### src/rtl/fetch_sequencer.sv
// fetch_sequencer: owns the PC, reads combinational imem and buffers {pc, instr} in a prefetch queue for decode
module fetch_sequencer #(
  parameter logic [31:0] RESET_PC  = 32'd0,
  parameter int          DEPTH     = 4,
  parameter logic [31:0] IMEM_LAST = 32'd84
) (
  input  logic                     clk,
  input  logic                     rst_n,
  input  logic                     fetch_en,
  output logic [31:0]              imem_addr,
  input  logic [31:0]              imem_rdata,
  output logic                     if_valid,
  output logic [31:0]              if_instr,
  output logic [31:0]              if_pc,
  input  logic                     if_ready,
  input  logic                     redirect_valid,
  input  logic [31:0]              redirect_pc,
  output logic [$clog2(DEPTH):0]   q_count,
  output logic                     fetch_done
);
  localparam int AW = $clog2(DEPTH);
  localparam logic [AW:0] FULL = (AW+1)'(DEPTH);
  localparam logic [1:0] IDLE  = 2'd0;
  localparam logic [1:0] FETCH = 2'd1;
  localparam logic [1:0] DONE  = 2'd2;

  logic [1:0]    state, state_nxt;
  logic [31:0]   pc;
  logic [AW-1:0] wr_ptr, rd_ptr;
  logic [AW:0]   count;
  logic [31:0]   pc_mem    [DEPTH];
  logic [31:0]   instr_mem [DEPTH];
  logic          push, pop;
  logic          unused_bits;

  assign unused_bits = ^redirect_pc[1:0];
  assign imem_addr   = pc;
  assign if_valid    = count != '0;
  assign if_instr    = if_valid ? instr_mem[rd_ptr] : '0;
  assign if_pc       = if_valid ? pc_mem[rd_ptr] : '0;
  assign q_count     = count;
  assign fetch_done  = state == DONE;
  // a redirect cycle suppresses both queue operations
  assign pop  = if_valid & if_ready & ~redirect_valid;
  assign push = ~redirect_valid & (state == FETCH) & fetch_en & (pc <= IMEM_LAST) & ((count != FULL) | pop);

  always_comb
    state_nxt = (redirect_valid || state == IDLE) ? (fetch_en ? FETCH : IDLE)
              : state == FETCH ? (!fetch_en ? IDLE : pc > IMEM_LAST ? DONE : FETCH)
              : DONE;

  always_ff @(posedge clk or negedge rst_n)
    if (!rst_n) begin
      state  <= IDLE;
      pc     <= RESET_PC;
      wr_ptr <= '0;
      rd_ptr <= '0;
      count  <= '0;
    end else begin
      state <= state_nxt;
      if (redirect_valid) begin
        pc     <= {redirect_pc[31:2], 2'b00};
        wr_ptr <= '0;
        rd_ptr <= '0;
        count  <= '0;
      end else begin
        if (push) begin
          pc     <= pc + 32'd4;
          wr_ptr <= wr_ptr + 1'b1;
        end
        if (pop) rd_ptr <= rd_ptr + 1'b1;
        count <= count + {{AW{1'b0}}, push} - {{AW{1'b0}}, pop};
      end
    end

  always_ff @(posedge clk)
    if (push) begin
      pc_mem[wr_ptr]    <= pc;
      instr_mem[wr_ptr] <= imem_rdata;
    end
endmodule

### config.mk
export PLATFORM = sky130hd
export DESIGN_NAME = fetch_sequencer
export DESIGN_NICKNAME = d
export VERILOG_FILES = /design/src/rtl/fetch_sequencer.sv
export SDC_FILE = /design/constraint.sdc
export NUM_CORES = 1
export LEC_CHECK = 0
export BUFFER_PORTS_ARGS = -buffer_cell sky130_fd_sc_hd__buf_2
export CAP_MARGIN = 15
export CELL_PAD_IN_SITES_DETAIL_PLACEMENT = 1
export CELL_PAD_IN_SITES_GLOBAL_PLACEMENT = 1
export CORE_MARGIN = 1.5
export CORE_UTILIZATION = 45
export DETAILED_ROUTE_END_ITERATION = 6
export PLACE_DENSITY = 0.86
export SETUP_SLACK_MARGIN = 0.1
export SLEW_MARGIN = 20
export SYNTH_ARGS = -nofsm -noshare
export SYNTH_HDL_FRONTEND = slang
export SYNTH_SLANG_ARGS = --single-unit
### constraint.sdc
create_clock -name clk -period 2.9 [get_ports clk]
set_input_delay 0.435 -clock clk [delete_from_list [all_inputs] [get_ports clk]]
set_output_delay 0.435 -clock clk [all_outputs]
set_load 0.1 [all_outputs]
# Word-level counts from Yosys, hierarchy flattened
# Memory sizes are Yosys's and may differ from the RTL's.
# Cells that the tools add are included.
# op_classes
add_sub_neg	5
order_cmp	2
eq_ne	3
mux	16
bitwise_logic	8
n_reduce_logical	5
# ops
operator	count
$mux 32	4
$add 32x3->32 const B	1
$gt 32x7->1 const B	1
$le 32x7->1 const B	1
$mux 2	8
$and 1x1->1	6
$add 2x1->2 const B	2
$reduce_bool 2->1	2
$add 3x1->3	1
$mux 1	3
$mux 3	1
$ne 3x3->1 const B	1
$reduce_bool 3->1	1
$sub 3x1->3	1
$eq 2x1->1 const B	1
$eq 2x2->1 const B	1
$logic_not 2->1	1
$logic_or 1x1->1	1
$not 1->1	1
$or 1x1->1	1
# totals
regBits	41
ramBits	256
output_inout_bits	101
wordCells	46
mem_count	2
# memory_table
name	depth	word_bits	read_ports	rd_clocked_by_memory_dff	wr	line_no	text
instr_mem	4	32	1	0	1	32	logic [31:0] instr_mem [DEPTH];
pc_mem	4	32	1	0	1	31	logic [31:0] pc_mem [DEPTH];

# Longest topological paths before layout
# depth
ltp_word	8
mapped_depth	14
ltp_nobuf	14

# Worst setup path after synthesis
# Ideal clock, no wire load.
# synth_path
path_type	reg-to-output
from	register count[1], in the netlist q_count[1]
to	output if_pc[22]
t_arrival_ns	3.104
slack_ns	-0.639
stages_incl_launch_ff	4
path_buffers	1
cell_sequence	dfrtp_1 or3_2 clkbuf_1 and2_1
# synth_between
elab_chain_cells	2
# synth_rtl
item	line_no	text
start: declaration	30	logic [AW:0] count;
start signal: assignment	72	count <= count + {{AW{1'b0}}, push} - {{AW{1'b0}}, pop};
$reduce_bool 3->1	38	assign if_valid = count != '0;
via if_valid	12	output logic if_valid,
$mux 32	40	assign if_pc = if_valid ? pc_mem[rd_ptr] : '0;
end: declaration	14	output logic [31:0] if_pc,
# The timed path passes the listed nets, and every way through them passes these cells.

# Final worst setup path
# layout_path
from	register pc[16], in the netlist imem_addr[16]
to	register count[2], in the netlist q_count[2]
# layout_between
elab_chain_cells	6
# layout_rtl
item	line_no	text
start: declaration	28	logic [31:0] pc;
start signal: assignment	62	pc <= {redirect_pc[31:2], 2'b00};
start signal: assignment	68	pc <= pc + 32'd4;
$le 32x7->1	45	assign push = ~redirect_valid & (state == FETCH) & fetch_en & (pc <= IMEM_LAST) & ((count != FULL) | pop);
$and 1x1->1 (2 in a row)	45	
$add 3x1->3	72	
$sub 3x1->3	72	
$mux 3	61	if (redirect_valid) begin
# Every way passes these cells.
# A chain may end at the register's enable or synchronous reset.

==> Flow_metrics.wiki <==
{| class="wikitable"
! Metric !! Value
|-
| Starting density of the core || 46.0%
|-
| Amount of wire on met3 after detailed routing || 1.29 mm
|-
| Period Utilization, post-route || 99.3%
|-
| Number of max-capacitance violations reported || 0
|-
| Total standard cell area after synthesis || 11200 µm²
|-
| Post-synthesis average cell area || 20.5 µm²
|-
| Actual transition at the worst max-transition pin || 0.571 ns
|-
| Total Die Area || 25900 µm²
|-
| Setup slack at placement || -0.296 ns
|-
| Worst min-delay path class || in2reg
|-
| Final hold violation count || 0
|-
| Placed wire-length estimate || 16.4 mm
|-
| Residual DRC count || 0
|-
| Met2 wire length || 14.1 mm
|-
| Initial antenna violation count || 5
|-
| Worst-case clock buffer depth || 3
|-
| Worst EP arrival || 3.30 ns
|-
| Cell area power density || 670 nW/µm²
|-
| FFs w/ async S/R, synth || 13.6%
|-
| Number of DRC markers in iteration 0 || 314
|-
| Cell repeated most along the worst path || sky130_fd_sc_hd__inv_1
|-
| Warnings, synthesis || 0
|-
| Number of I/O pins || 170
|-
| Topmost layer with routed signal wires || met5
|-
| Min Tclk post-route || 2.88 ns
|-
| Fin. max-slew vios || 0
|-
| Number of flops mapped to enable cells by yosys || 248
|-
| Largest stage delay, worst path || 0.43 ns
|-
| Total wire length after detailed routing || 26.8 mm
|-
| Crit path launch type || register
|-
| Sequential standard cell area || 8490 µm²
|-
| Detail Route Antenna Nets || 0
|-
| Final instance count without filler cells || 1117
|-
| Global-route wire length before repair || 39.9 mm
|-
| P_leak || 5.14 nW
|-
| Worst-path cell chain || nor4_4, buf_4, nand4_1, or2_4, nor3_4, inv_1, ha_1, inv_1, ha_2, inv_2, fa_2, xnor2_2, nor2_1
|-
| Std cell rows || 57
|-
| FF+latch count, synth || 287
|-
| Unrepaired setup endpoints after global routing || true
|-
| Max stage delay cell, worst path || sky130_fd_sc_hd__dfrtp_2
|-
| Die X || 161 µm
|-
| Clock Sink Count || 287
|-
| Run status || finished clean
|-
| Total negative slack for setup checks || 0 ns
|-
| Fraction of layout instances using a drive strength above 1 || 53.0%
|-
| Area used by multi-input combinational logic || 2710 µm²
|-
| Via count of the first global-routing pass || 6776
|-
| Detailed-route wire length on metal 1 || 10.8 mm
|-
| Vias || 5956
|-
| First-pass iteration count of the detailed router || 4
|-
| Count of buffers inserted at the top-level ports || 163
|-
| Crit path required time || 3.32 ns
|-
| Maximum fanout encountered on the critical timing path || 2
|-
| # nets final || 844
|-
| Total global-route track usage || 20.6%
|-
| Cell Count Post-Placement || 1041
|-
| Clock latency on the worst-skew pair || 0.55 ns
|-
| Worst IR Drop VDD || 436 µV
|-
| Placeable core region || 24400 µm²
|-
| Sequential-to-total area share from yosys stat || 75.1%
|-
| Remaining max-slew budget at the tightest pin || 61.9%
|-
| Die span in y || 161 µm
|-
| Fin area || 14400 µm²
|-
| Maximum level of the CTS H-tree || 1
|-
| Worst Skew || 0.00763 ns
|-
| Average vias per placed instance || 5.33
|-
| Maximum number of pins on one net before global-route repair || 65
|-
| Area Overhead vs Synth || 28.3%
|-
| Leading register cell type out of synthesis || sky130_fd_sc_hd__edfxtp_1
|-
| Per-cell routed wire length || 24.0 µm
|-
| Clock root cell || sky130_fd_sc_hd__clkbuf_16
|-
| Clock edge transition at the registers on the reported setup and hold paths || 0.06 ns
|-
| Crit. End Element || register
|-
| Gr ovfl total || 0
|-
| Fill count || 2159
|-
| Area after detailed placement || 12800 µm²
|-
| Final Setup Violations || 0
|-
| GPL Wtd Cong || 0.758
|-
| Path type of the worst setup path || reg2reg
|-
| Cts bufs inserted || 31
|-
| Reg-to-reg slack, setup || 0.02 ns
|-
| Count of cell types in the netlist || 40
|-
| Highest Clock Rate || 0.347 GHz
|-
| Number of instances in the synthesized netlist || 546
|-
| Setup WS post-layout || 0.0203 ns
|-
| Clock tree from TritonCTS || yes
|}
## report_power, final
part / leakage (nW) / internal (mW) / switching, mW / total (mW)
Combinational: 1.91 / 0.150 / 0.524 / 0.673
Sequential: 2.66 / 4.57 / 0.0701 / 4.64
Clock: 0.563 / 2.74 / 1.58 / 4.32
## final cells by class
| cell class | instances | share of cell area [%] |
|---|---|---|
| Clock buffer | 35 | 5.71 |
| Sequential cell | 287 | 59.0 |
| Timing Repair Buffer | 214 | 11.0 |
| Multi-Input combinational cell | 223 | 18.9 |
| Clock inverter | 23 | 2.29 |
| Tap cell | 324 | 2.82 |
| Inverter | 8 | 0.209 |
| Antenna cell | 3 | 0.0522 |
## flip-flops by register name, summed over array words and instances (netlist names)
signal     flops
imem_addr     30
instr_mem    128
pc_mem       120
q_count        3
rd_ptr         2
state          2
wr_ptr         2
## synth_stat cells (4+ instances only)
library cell,instances,area share [%]
sky130_fd_sc_hd__edfxtp_1,248,66
sky130_fd_sc_hd__and2_1,62,3.5
sky130_fd_sc_hd__mux4_2,62,12
sky130_fd_sc_hd__dfrtp_1,39,8.7
sky130_fd_sc_hd__mux2_2,25,2.5
sky130_fd_sc_hd__clkbuf_1,16,0.54
sky130_fd_sc_hd__nor2_1,11,0.37
sky130_fd_sc_hd__buf_2,9,0.40
sky130_fd_sc_hd__ha_1,9,1.0
sky130_fd_sc_hd__inv_1,8,0.27
sky130_fd_sc_hd__and3_2,4,0.27
sky130_fd_sc_hd__buf_4,4,0.27
sky130_fd_sc_hd__nand2_1,4,0.13
sky130_fd_sc_hd__nor4_1,4,0.22
sky130_fd_sc_hd__xnor2_1,4,0.31
## cells in the final DEF, fill, tap and decap left out, types with 3 or more instances in the layout
master,count
sky130_fd_sc_hd__edfxtp_1,248
sky130_fd_sc_hd__clkinv_2,6
sky130_fd_sc_hd__and2_1,53
sky130_fd_sc_hd__and3_4,4
sky130_fd_sc_hd__mux4_2,62
sky130_fd_sc_hd__clkbuf_16,33
sky130_fd_sc_hd__nand2_1,4
sky130_fd_sc_hd__and2_2,9
sky130_fd_sc_hd__nand4_1,3
sky130_fd_sc_hd__buf_2,122
sky130_fd_sc_hd__diode_2,3
sky130_fd_sc_hd__mux2_2,25
sky130_fd_sc_hd__conb_1,4
sky130_fd_sc_hd__clkbuf_4,9
sky130_fd_sc_hd__clkinv_1,4
sky130_fd_sc_hd__clkbuf_8,3
sky130_fd_sc_hd__buf_4,59
sky130_fd_sc_hd__inv_1,6
sky130_fd_sc_hd__xnor2_1,3
sky130_fd_sc_hd__xor2_1,3
sky130_fd_sc_hd__dfrtp_2,25
sky130_fd_sc_hd__dfrtp_1,4
sky130_fd_sc_hd__ha_1,8
sky130_fd_sc_hd__nor4_2,4
sky130_fd_sc_hd__nor2_1,11
sky130_fd_sc_hd__bufinv_16,8
sky130_fd_sc_hd__buf_12,15
sky130_fd_sc_hd__dfrtp_4,10
## per-layer routing
metal | vias up | track usage, %
met2 | 182 | 36.9
li1 | 2600 | -
met5 | - | 0
met4 | 4 | 5.85
met1 | 3118 | 25.8
met3 | 52 | 3.80
## worst max-delay path: cells and delay by family (launching register included)
kind	cells	cell delay, ns
XOR/XNOR	1	0.20
flip-flops	1	0.43
AND/OR/NAND/NOR	5	0.95
adder cells (fa/ha/maj)	3	0.82
buffers and inverters	4	0.33
## stage by stage
| step | power, mW | hold slack [ns] | util [%] |
|---|---|---|---|
| finish | 9.64 | 0.107 | 59.0 |
| detailed placement | 5.38 | 0.514 | 52.7 |
| CTS | 9.72 | 0.0758 | 57.8 |
| global placement | 5.35 | 0.501 | 52.7 |
| global route | 9.90 | 0.0873 | 59.0 |
| floorplan | 5.17 | 0.139 | - |
## kinds of logic (layout without fill, tap and decap cells)
kind of cell             Yosys count  in the layout  share of synthesized area [%]
AO/OA/AOI/OAI                     10             10                          0.592
other                              1              7                         0.0335
multiplexers                      89             89                           15.1
buffers and inverters             39            280                           1.61
AND/OR/NAND/NOR                  103            103                           5.75
adder cells (fa/ha/maj)           10             10                           1.18
flip-flops                       287            287                           75.1
XOR/XNOR                           7              7                          0.547
## final timing paths
path                           startpoint          endpoint  cells past startpoint
min in group asynchronous           rst_n     imem_addr[27]                      2
min                        imem_rdata[24]  instr_mem[3][24]                      1
max                         imem_addr[16]        q_count[2]                     13
max in group asynchronous           rst_n     imem_addr[21]                      2
max reg2reg                 imem_addr[16]        q_count[2]                     13
min reg2reg                 imem_addr[10]     pc_mem[1][10]                      0
## repair_timing
item / in CTS / in global routing
buffers inserted: 6 / 4
pin swaps: 5 / 5
gates resized for setup: 13 / 76
endpoints found under the hold margin: 0 / 39
setup endpoints to repair: 227 / 265
cloned: 0 / 4
hold buffers: 0 / 1
No activity file was read; power rests on OpenSTA's default activity.
